[config.mk]
export PLATFORM = sky130hd
export DESIGN_NAME = aesl_deadlock_stall_monitor_flat
export DESIGN_NICKNAME = d
export VERILOG_FILES = /design/src/rtl/aesl_deadlock_stall_monitor_if.sv /design/src/rtl/aesl_deadlock_stall_monitor.sv /design/src/flat_wrapper.sv
export SDC_FILE = /design/constraint.sdc
export NUM_CORES = 1
export LEC_CHECK = 0
export ABC_AREA = 1
export CORE_ASPECT_RATIO = 1.25
export CORE_MARGIN = 1
export CORE_UTILIZATION = 65
export CTS_BUF_LIST = sky130_fd_sc_hd__clkbuf_8
export DETAILED_ROUTE_END_ITERATION = 12
export DONT_BUFFER_PORTS = 1
export PLACE_DENSITY = 0.81
export SYNTH_ARGS = -nofsm -noshare
export SYNTH_HDL_FRONTEND = slang
export SYNTH_SLANG_ARGS = --single-unit
[constraint.sdc]
create_clock -name kernel_monitor_clock -period 3.4 [get_ports kernel_monitor_clock]
set_input_delay 0.68 -clock kernel_monitor_clock [delete_from_list [all_inputs] [get_ports kernel_monitor_clock]]
set_output_delay 0.68 -clock kernel_monitor_clock [all_outputs]
set_load 0.01 [all_outputs]
[src/rtl/aesl_deadlock_stall_monitor_if.sv]
// rtl/aesl_deadlock_stall_monitor_if.sv - deadlock report stream interface
// One beat per blocked AXIS port or process instance captured at detection.
interface aesl_deadlock_stall_monitor_if #(
  parameter int IDX_W = 8
);
  logic             rpt_valid;
  logic             rpt_ready;
  logic             rpt_kind;
  logic [IDX_W-1:0] rpt_idx;
  logic             rpt_last;

  modport master (
    output rpt_valid,
    output rpt_kind,
    output rpt_idx,
    output rpt_last,
    input  rpt_ready
  );

  modport slave (
    input  rpt_valid,
    input  rpt_kind,
    input  rpt_idx,
    input  rpt_last,
    output rpt_ready
  );
endinterface

[src/rtl/aesl_deadlock_stall_monitor.sv]
// rtl/aesl_deadlock_stall_monitor.sv - HLS dataflow kernel deadlock monitor
// Counts consecutive stall cycles, latches a snapshot on deadlock and streams the blocked entries.
module aesl_deadlock_stall_monitor #(
  parameter int N_AXIS = 2,
  parameter int N_INST = 3,
  parameter int CNT_W  = 16,
  parameter int IDX_W  = 8
) (
  input  logic              kernel_monitor_clock,
  input  logic              kernel_monitor_reset_n,
  input  logic              enable,
  input  logic              clear,
  input  logic [CNT_W-1:0]  thresh,
  input  logic [N_AXIS-1:0] axis_block_sigs,
  input  logic [N_INST-1:0] inst_idle_sigs,
  input  logic [N_INST-1:0] inst_block_sigs,
  output logic              block,
  output logic [7:0]        detect_cnt,
  aesl_deadlock_stall_monitor_if.master rpt
);

  localparam int N_TOT = N_AXIS + N_INST;
  localparam int PTR_W = (N_TOT > 1) ? $clog2(N_TOT) : 1;

  typedef enum logic [1:0] {S_IDLE, S_SCAN, S_EMIT, S_DONE} state_e;

  state_e           state_q;
  logic [CNT_W-1:0] cnt_q;
  logic [CNT_W-1:0] cnt_d;
  logic [CNT_W-1:0] thr_eff;
  logic [N_TOT-1:0] snap_q;
  logic [PTR_W-1:0] ptr_q;
  logic [PTR_W-1:0] ptr_inc;
  logic [PTR_W-1:0] ptr_sub;
  logic             block_q;
  logic [7:0]       det_q;
  logic             valid_q;
  logic             kind_q;
  logic             last_q;
  logic [IDX_W-1:0] idx_q;
  logic             stall;
  logic             hit;
  logic             cur_set;
  logic             cur_inst;
  logic             higher_set;

  // An all-idle kernel has finished, so it is never treated as stalled.
  always_comb begin
    stall   = ~&inst_idle_sigs & &(inst_idle_sigs | inst_block_sigs)
              & (|axis_block_sigs | |inst_block_sigs);
    thr_eff = (thresh == '0) ? CNT_W'(1) : thresh;
    cnt_d   = (&cnt_q) ? cnt_q : cnt_q + CNT_W'(1);
    hit     = enable & stall & (cnt_d >= thr_eff);
  end

  // Snapshot is flattened as {inst, axis}; the scan pointer walks it upward.
  always_comb begin
    cur_set    = snap_q[ptr_q];
    cur_inst   = (ptr_q >= PTR_W'(N_AXIS));
    ptr_sub    = cur_inst ? ptr_q - PTR_W'(N_AXIS) : ptr_q;
    ptr_inc    = ptr_q + PTR_W'(1);
    higher_set = 1'b0;
    for (int i = 0; i < N_TOT; i++) begin
      if ((i > int'(ptr_q)) && snap_q[i]) higher_set = 1'b1;
    end
  end

  always_ff @(posedge kernel_monitor_clock or negedge kernel_monitor_reset_n) begin
    if (!kernel_monitor_reset_n) begin
      state_q <= S_IDLE;
      cnt_q   <= '0;
      snap_q  <= '0;
      ptr_q   <= '0;
      block_q <= 1'b0;
      det_q   <= '0;
      valid_q <= 1'b0;
      kind_q  <= 1'b0;
      idx_q   <= '0;
      last_q  <= 1'b0;
    end else if (clear) begin
      state_q <= S_IDLE;
      cnt_q   <= '0;
      ptr_q   <= '0;
      block_q <= 1'b0;
      valid_q <= 1'b0;
    end else begin
      case (state_q)
        S_IDLE: begin
          if (hit) begin
            block_q <= 1'b1;
            snap_q  <= {inst_block_sigs, axis_block_sigs};
            if (det_q != 8'hFF) det_q <= det_q + 8'd1;
            cnt_q   <= '0;
            ptr_q   <= '0;
            state_q <= S_SCAN;
          end else if (enable && stall) begin
            cnt_q <= cnt_d;
          end else begin
            cnt_q <= '0;
          end
        end
        S_SCAN: begin
          if (cur_set) begin
            valid_q <= 1'b1;
            kind_q  <= cur_inst;
            idx_q   <= IDX_W'(ptr_sub);
            last_q  <= ~higher_set;
            state_q <= S_EMIT;
          end else if (!higher_set) begin
            state_q <= S_DONE;
          end else begin
            ptr_q <= ptr_inc;
          end
        end
        S_EMIT: begin
          if (rpt.rpt_ready) begin
            valid_q <= 1'b0;
            if (last_q) begin
              state_q <= S_DONE;
            end else begin
              ptr_q   <= ptr_inc;
              state_q <= S_SCAN;
            end
          end
        end
        S_DONE: begin
          state_q <= S_DONE;
        end
        default: state_q <= S_IDLE;
      endcase
    end
  end

  assign block         = block_q;
  assign detect_cnt    = det_q;
  assign rpt.rpt_valid = valid_q;
  assign rpt.rpt_kind  = kind_q;
  assign rpt.rpt_idx   = idx_q;
  assign rpt.rpt_last  = last_q;

endmodule

[src/flat_wrapper.sv]
// flat-port wrapper written by rule: the top's interface ports become plain ports
module aesl_deadlock_stall_monitor_flat 
#(
  parameter int N_AXIS = 2,
  parameter int N_INST = 3,
  parameter int CNT_W  = 16,
  parameter int IDX_W  = 8
)
  (kernel_monitor_clock, kernel_monitor_reset_n, enable, clear, thresh, axis_block_sigs, inst_idle_sigs, inst_block_sigs, block, detect_cnt, rpt_rpt_valid, rpt_rpt_kind, rpt_rpt_idx, rpt_rpt_last, rpt_rpt_ready);
  aesl_deadlock_stall_monitor_if #(.IDX_W(IDX_W)) rpt_i ();
  input  logic kernel_monitor_clock;
  input  logic kernel_monitor_reset_n;
  input  logic enable;
  input  logic clear;
  input  logic [CNT_W-1:0] thresh;
  input  logic [N_AXIS-1:0] axis_block_sigs;
  input  logic [N_INST-1:0] inst_idle_sigs;
  input  logic [N_INST-1:0] inst_block_sigs;
  output logic block;
  output logic [7:0] detect_cnt;
  output wire logic [$bits(rpt_i.rpt_valid)-1:0] rpt_rpt_valid;
  output wire logic [$bits(rpt_i.rpt_kind)-1:0] rpt_rpt_kind;
  output wire logic [$bits(rpt_i.rpt_idx)-1:0] rpt_rpt_idx;
  output wire logic [$bits(rpt_i.rpt_last)-1:0] rpt_rpt_last;
  input wire logic [$bits(rpt_i.rpt_ready)-1:0] rpt_rpt_ready;
  assign rpt_rpt_valid = rpt_i.rpt_valid;
  assign rpt_rpt_kind = rpt_i.rpt_kind;
  assign rpt_rpt_idx = rpt_i.rpt_idx;
  assign rpt_rpt_last = rpt_i.rpt_last;
  assign rpt_i.rpt_ready = rpt_rpt_ready;
  aesl_deadlock_stall_monitor #(.N_AXIS(N_AXIS), .N_INST(N_INST), .CNT_W(CNT_W), .IDX_W(IDX_W)) u_core (.kernel_monitor_clock(kernel_monitor_clock), .kernel_monitor_reset_n(kernel_monitor_reset_n), .enable(enable), .clear(clear), .thresh(thresh), .axis_block_sigs(axis_block_sigs), .inst_idle_sigs(inst_idle_sigs), .inst_block_sigs(inst_block_sigs), .block(block), .detect_cnt(detect_cnt), .rpt(rpt_i));
endmodule
==> metrics, run 1 <==
number of buffers between clock root and the deepest sink=2; number of endpoints with negative hold slack in the final report=0; beginning of the critical path=u_core.cnt_q[1]$_DFFE_PN0P_; Critical Path End Type=flip-flop; number of core rows=27; Post-Syn Instances=~440; Cell Area, Placed=approximately 0.0032 mm^2; max cap viols=0; FF-to-FF Start=u_core.cnt_q[1]$_DFFE_PN0P_; Worst IR Drop VDD=390 uV; Die Footprint=~0.0051 mm^2; P&R area growth vs syn=5.56%; vias per cell=5.58; Crit path required time=roughly 3600 ps; result of the run=complete, no violations; ANT cells=0; post-synthesis average cell area=slightly above 7 um^2; setup violation total in the final timing report=0; insertion delay to the later sink of the worst-skew pair=about 300 ps; Max Slew Vio Count=0; power density over the cells=~420 mW/mm^2; First DRT Iteration DRCs=165; cell at the root of the clock tree=clkbuf_8; number of clock sinks=between 40 and 50; HPWL after DPL=between 5 and 6 mm; clock-pin transition on the worst setup and hold timing paths=approximately 90 ps; overall track demand over capacity in global routing=0.306; peak clock frequency supported by timing=~320 MHz; Crit Path Category=flip-flop to flip-flop; number of global-route vias before repair=about 2.7k; minimum clock period after layout=around 3100 ps; number of antenna violations at the first check in global routing=0; synth unique cells=38; effective utilization at floorplan=0.692; CTS HTree Levels=2; count of port buffers added during placement=0; leakage power summed over all cells=about 1.8 nW; Critical path buffers and inverters=3; top cells by area in the synthesized netlist=dfrtp_1 33%, nand2_1 15%, ha_1 11%; NumNets Final=500; Final Hold Slack=roughly 58 ps; number of buffers created by CTS=5; worst-path cell chain=ha_1 -> nand3_1 -> nor3_4 -> nand3_4 -> clkinv_2 -> a21oi_1 -> inv_1 -> ha_1 -> a21oi_1 -> o21ai_0 -> nor2_1 -> nand4_1 -> buf_4 -> o22ai_1; count of yosys warnings during synthesis=0; final wirelength=between 6 and 7 mm; CP Max Fanout=9; critical path's slowest cell=dfrtp_1; final weighted congestion in routability-driven placement=between 0.9 and 1; routed vias=between 2k and 3k; area fraction of the dominant cell type after synthesis=0.330; drt wl/cell=13.8 um; total gr overflow=0; synthesized flop and latch total=between 40 and 50; Initial DRT Pass Iterations=4; cell area after layout=0.00328 mm^2; area inside the core boundary=about 0.0045 mm^2; number of top-level pins=49; largest net degree at the start of global routing=between 40 and 50; Worst setup SP type=flip-flop; post-synthesis cell type with the largest combined area=dfrtp_1; Horiz. Die Dim=about 64 um; Hold WC Path Type=input port to async pin; global-route wire length before repair=~12 mm; Vert. Die Dim=79.3 um; number of cells upsized or downsized after cts=0; Final ANT Viol Nets=0; max incr delay on CP=around 420 ps; clock tree from TritonCTS=done; Crit path arrival time=approximately 3400 ps; share of the yosys chip area belonging to registers=0.330; post-synthesis instance area=just over 0.003 mm^2; family with the most delay on the worst path=simple AND/OR/NAND/NOR gates; number of remaining DRC errors=0; fraction of final layout cells sized beyond drive strength 1=0.0563; skew final=about 11 ps; Final period util=0.924
flip-flops by register name, indices dropped and copies added (netlist names):
signal	count
u_core.rpt.rpt_kind	1
u_core.cnt_q	16
u_core.block	1
u_core.rpt.rpt_idx	3
u_core.detect_cnt	8
u_core.rpt.rpt_valid	1
u_core.state_q	2
u_core.ptr_q	3
u_core.snap_q	5
u_core.rpt.rpt_last	1
Yosys cell counts:
| cell type | instances |
|---|---|
| o22ai_1 | 9 |
| nor3_4 | 1 |
| nor3_2 | 1 |
| nand3_4 | 1 |
| a21boi_2 | 1 |
| and2_1 | 1 |
| o21ai_1 | 4 |
| nand4_1 | 16 |
| conb_1 | 1 |
| dfrtp_1 | 41 |
| nor2_4 | 1 |
| a21oi_1 | 15 |
| clkinv_1 | 2 |
| or2_2 | 1 |
| clkbuf_1 | 2 |
| xor2_1 | 10 |
| nor2_1 | 33 |
| clkinv_2 | 1 |
| buf_4 | 5 |
| a41o_1 | 1 |
| nand2_2 | 2 |
| nand2_1 | 122 |
| nand3_1 | 31 |
| nor3b_1 | 1 |
| nor4_1 | 2 |
| o21a_1 | 1 |
| and3_1 | 1 |
| buf_2 | 3 |
| inv_2 | 2 |
| a221oi_1 | 1 |
| inv_1 | 64 |
| o21ai_0 | 17 |
| xnor2_1 | 4 |
| ha_1 | 28 |
| nor3_1 | 7 |
| nor2_2 | 2 |
| o21bai_1 | 1 |
| a31oi_1 | 2 |
cells in the final DEF (no fill, tap or decap), drive strengths merged, types with 4 or more instances in the layout:
cell type    n
o22ai        9
dfrtp       41
inv         66
xor2        10
nor3         9
nand4       16
conb         5
nand3       32
clkbuf       5
a21oi       15
nor2        36
nand2      124
o21ai       21
buf          4
clkinv       4
ha          28
xnor2        4
routing by layer:
layer,vias up,part of all wire,GRT usage
met5,-,0,0
li1,1420,-,-
met4,0,0.040,0.175
met3,14,0.036,0.0589
met2,65,0.50,0.529
met1,1304,0.42,0.349
final timing paths:
kind,to,slack (ps),cells after the start
max,u_core.cnt_q[7]$_DFFE_PN0P_,260,14
min,u_core.cnt_q[11]$_DFFE_PN0P_,60,0
max reg2reg,u_core.cnt_q[7]$_DFFE_PN0P_,260,14
min reg2reg,u_core.snap_q[0]$_DFFE_PN0P_,480,2
max in group asynchronous,u_core.snap_q[1]$_DFFE_PN0P_,3250,0
min in group kernel_monitor_clock,u_core.snap_q[0]$_DFFE_PN0P_,480,2
metrics by stage:
step           utilization  power [mW]  std cells  TNS [ps]  setup WS (ps)
2_1_floorplan            -       0.895        442         0            842
4_1_cts              0.728        1.38        501         0            262
3_3_place_gp         0.703       0.966        493         0            288
3_5_place_dp         0.703       0.975        493         0            281
5_1_grt              0.730        1.47        502     -10.3          -9.20
6_report             0.730        1.38        502         0            257
kinds of logic after synthesis:
kind of cell             count (synthesis)  share of synthesized area
other                                    1                    0.00121
XOR/XNOR                                14                     0.0395
AO/OA/AOI/OAI                           52                     0.0946
flip-flops                              41                      0.330
buffers and inverters                   79                      0.103
AND/OR/NAND/NOR                        223                      0.319
adder cells (fa/ha/maj)                 28                      0.113
what timing repair did:
action | CTS | global route
hold buffers | 0 | 0
buffers inserted | 0 | 1
endpoints found under the setup margin | 0 | 7
final cells by class:
cell class | instances | area [um^2]
Clock buffer | 5 | 68.8
Clock inverter | 3 | 46.3
Fill cell | 376 | 1210
Inverter | 69 | 260
Multi-Input combinational cell | 322 | 1780
Sequential cell | 41 | 1030
Tap cell | 58 | 72.6
Timing Repair Buffer | 4 | 30.0
where the power goes:
| part | total (mW) | leakage, nW | switching (mW) | internal, mW |
|---|---|---|---|---|
| clock | 0.407 | 0.0543 | 0.187 | 0.220 |
| combinational | 0.374 | 1.21 | 0.244 | 0.130 |
| sequential | 0.600 | 0.564 | 0.0650 | 0.535 |
| total | 1.38 | 1.83 | 0.496 | 0.884 |
Power figures use the tool's default switching activity.
==> inputs of run 2 (changes only) <==
- GPL_TIMING_DRIVEN: unset -> 0
==> run 2 against run 1 <==
  * Wire length fell by 2.2%
  * First-iteration DRC count fell by 4.8%
  * Power decreased by 6.1%
  * Cell count rose by 1.2%
  * Worst hold slack improved by 2.5 ps
  * Critical path depth is 1 higher
  * Fmax increased by 0.95%
  * Worst setup slack improved by 30 ps
  * Non-clock buffer count is 6 higher
  * Die area did not move
  * Design area up 0.23%
  * Critical path type unchanged
  * Critical endpoint is now u_core.cnt_q[13]$_DFFE_PN0P_
  * Largest power group unchanged
==> metrics, run 2 (synthesis gave the netlist of run 1 again) <==
result of the run=complete, no violations; Die Footprint=0.00506 mm^2; vias per cell=5.58; Worst IR Drop VDD=between 300 and 400 uV; Crit Path Category=flip-flop to flip-flop; CTS HTree Levels=2; routed vias=2,836; overall track demand over capacity in global routing=0.293; max reg flops=16; global routing met3 resource utilization=0.0460; accumulated negative setup slack=0 ps; number of endpoints with negative hold slack in the final report=0; Multi-input gate area=between 0.0015 and 0.002 mm^2; setup slack on the worst flop-to-flop path=290 ps; Crit path arrival time=~3300 ps; cell at the root of the clock tree=clkbuf_8; number of buffers created by CTS=5; global-route wire length before repair=approximately 11 mm; Vert. Die Dim=approximately 79 um; insertion delay to the later sink of the worst-skew pair=~300 ps; Initial DRT Pass Iterations=4; NumNets Final=~510; Horiz. Die Dim=approximately 64 um; total gr overflow=0; skew final=roughly 10 ps; number of core rows=27; grt met2 use=0.518; area inside the core boundary=around 0.0045 mm^2; P&R area growth vs syn=5.80%; largest net degree at the start of global routing=42; HPWL after DPL=5.24 mm; Final ANT Viol Nets=0; Critical Path End Type=flip-flop; number of top-level pins=between 40 and 50; most common cell after layout, fill and taps aside=nand2_1; Max Slew Vio Count=0; power density over the cells=394 mW/mm^2; fraction of final layout cells sized beyond drive strength 1=0.0644; final weighted congestion in routability-driven placement=between 0.8 and 0.9; final wirelength=roughly 6.8 mm; peak clock frequency supported by timing=around 320 MHz; Worst setup SP type=flip-flop; number of global-route vias before repair=roughly 2.6k; minimum clock period after layout=~3100 ps; setup violation total in the final timing report=0; final standard cell utilization of the core=0.732; Register Area=0.00103 mm^2; clock-pin transition on the worst setup and hold timing paths=roughly 90 ps; Largest Register=u_core.cnt_q; effective utilization at floorplan=0.692; most heavily used metal layer in global routing=met2; First DRT Iteration DRCs=157; number of buffers between clock root and the deepest sink=2; CP Max Fanout=10; RSZ-0062 raised after global routing=false; clock tree from TritonCTS=done; Crit path required time=~3600 ps; Final period util=0.916; number of clock sinks=slightly above 40; commonest cells after routing, fill and taps aside=122 x nand2_1, 65 x inv_1, 41 x dfrtp_1; number of remaining DRC errors=0; met1 GRT Util=0.352; Hold WC Path Type=input port to async pin; drt wl/cell=roughly 13 um; max cap viols=0; count of port buffers added during placement=0; number of antenna violations at the first check in global routing=0; count of filler cells inserted in the layout=380; ANT cells=0; post-route worst setup slack=287 ps; leakage power summed over all cells=~1.8 nW; pre-CTS WS=roughly 310 ps
-- run 2: cell count changes in the layout (fill, tap and decap cells not counted), sizes merged --
cell | previous run | this run
clkinvlp | 1 | 2
bufinv | 1 | 0
buf | 4 | 7
clkbuf | 5 | 8
inv | 66 | 67
clkinv | 4 | 3
-- run 2: critical path, cell delays in order (launching register included) --
cell and delay (ps):
dfrtp_1 400, ha_2 260, nand3_1 140, nor3_4 250, nand2_1 120, nor2_1 100
nand2_1 70, o21ai_1 200, inv_1 110, ha_1 300, nand4_1 120, a21oi_1 60
nor2_1 260, nand4_1 230, buf_2 260, o21ai_0 160
-- run 2: area by class of cell --
class	count	area share
plain buffers	10	0.0190
clock buffers	5	0.0209
clock inverters	3	0.00571
inverters	69	0.0791
multi-input cells	322	0.541
flip-flops and latches	41	0.312
well taps	58	0.0221
-- run 2: report_power, final --
group          leakage [nW]  internal, mW  total (mW)  switching (mW)
logic                  1.23         0.130       0.372           0.242
clock network        0.0416         0.142       0.323           0.181
registers             0.564         0.535       0.601          0.0661
-- run 2: path summary, 6_finish.rpt --
| path | from | to | cells after the start |
|---|---|---|---|
| max | u_core.cnt_q[1]$_DFFE_PN0P_ | u_core.cnt_q[13]$_DFFE_PN0P_ | 15 |
| min reg2reg | u_core.snap_q[0]$_DFFE_PN0P_ | u_core.snap_q[0]$_DFFE_PN0P_ | 2 |
| min | kernel_monitor_reset_n | u_core.snap_q[3]$_DFFE_PN0P_ | 0 |
| max reg2reg | u_core.cnt_q[1]$_DFFE_PN0P_ | u_core.cnt_q[13]$_DFFE_PN0P_ | 15 |
| min in group kernel_monitor_clock | u_core.snap_q[0]$_DFFE_PN0P_ | u_core.snap_q[0]$_DFFE_PN0P_ | 2 |
| max in group asynchronous | kernel_monitor_reset_n | u_core.cnt_q[2]$_DFFE_PN0P_ | 0 |
-- run 2: stage by stage --
stage          area (um^2)  power [mW]  hold WS, ps  cells
2_1_floorplan         3120       0.895          384    442
3_3_place_gp          3200       0.967          385    500
3_5_place_dp          3200       0.981          385    500
4_1_cts               3280        1.31         53.2    508
5_1_grt               3290        1.39         53.8    508
6_report              3290        1.30         60.4    508
-- run 2: metal layers --
layer / share of wire / vias up
met3: 0.042 / 12
li1: - / 1433
met4: 0.018 / 0
met1: 0.42 / 1318
met5: 0 / -
met2: 0.52 / 73
-- run 2: what timing repair did --
action	4_1_cts	5_1_grt
hold buffers	0	0
gates resized for setup	0	2
buffers inserted	0	0
endpoints found under the setup margin	0	14
==> inputs of run 3 (changes only) <==
- SLEW_MARGIN: unset -> 20
==> results of run 3 <==
Same layout as run 2: the final DEF is identical, and so are final timing and power.
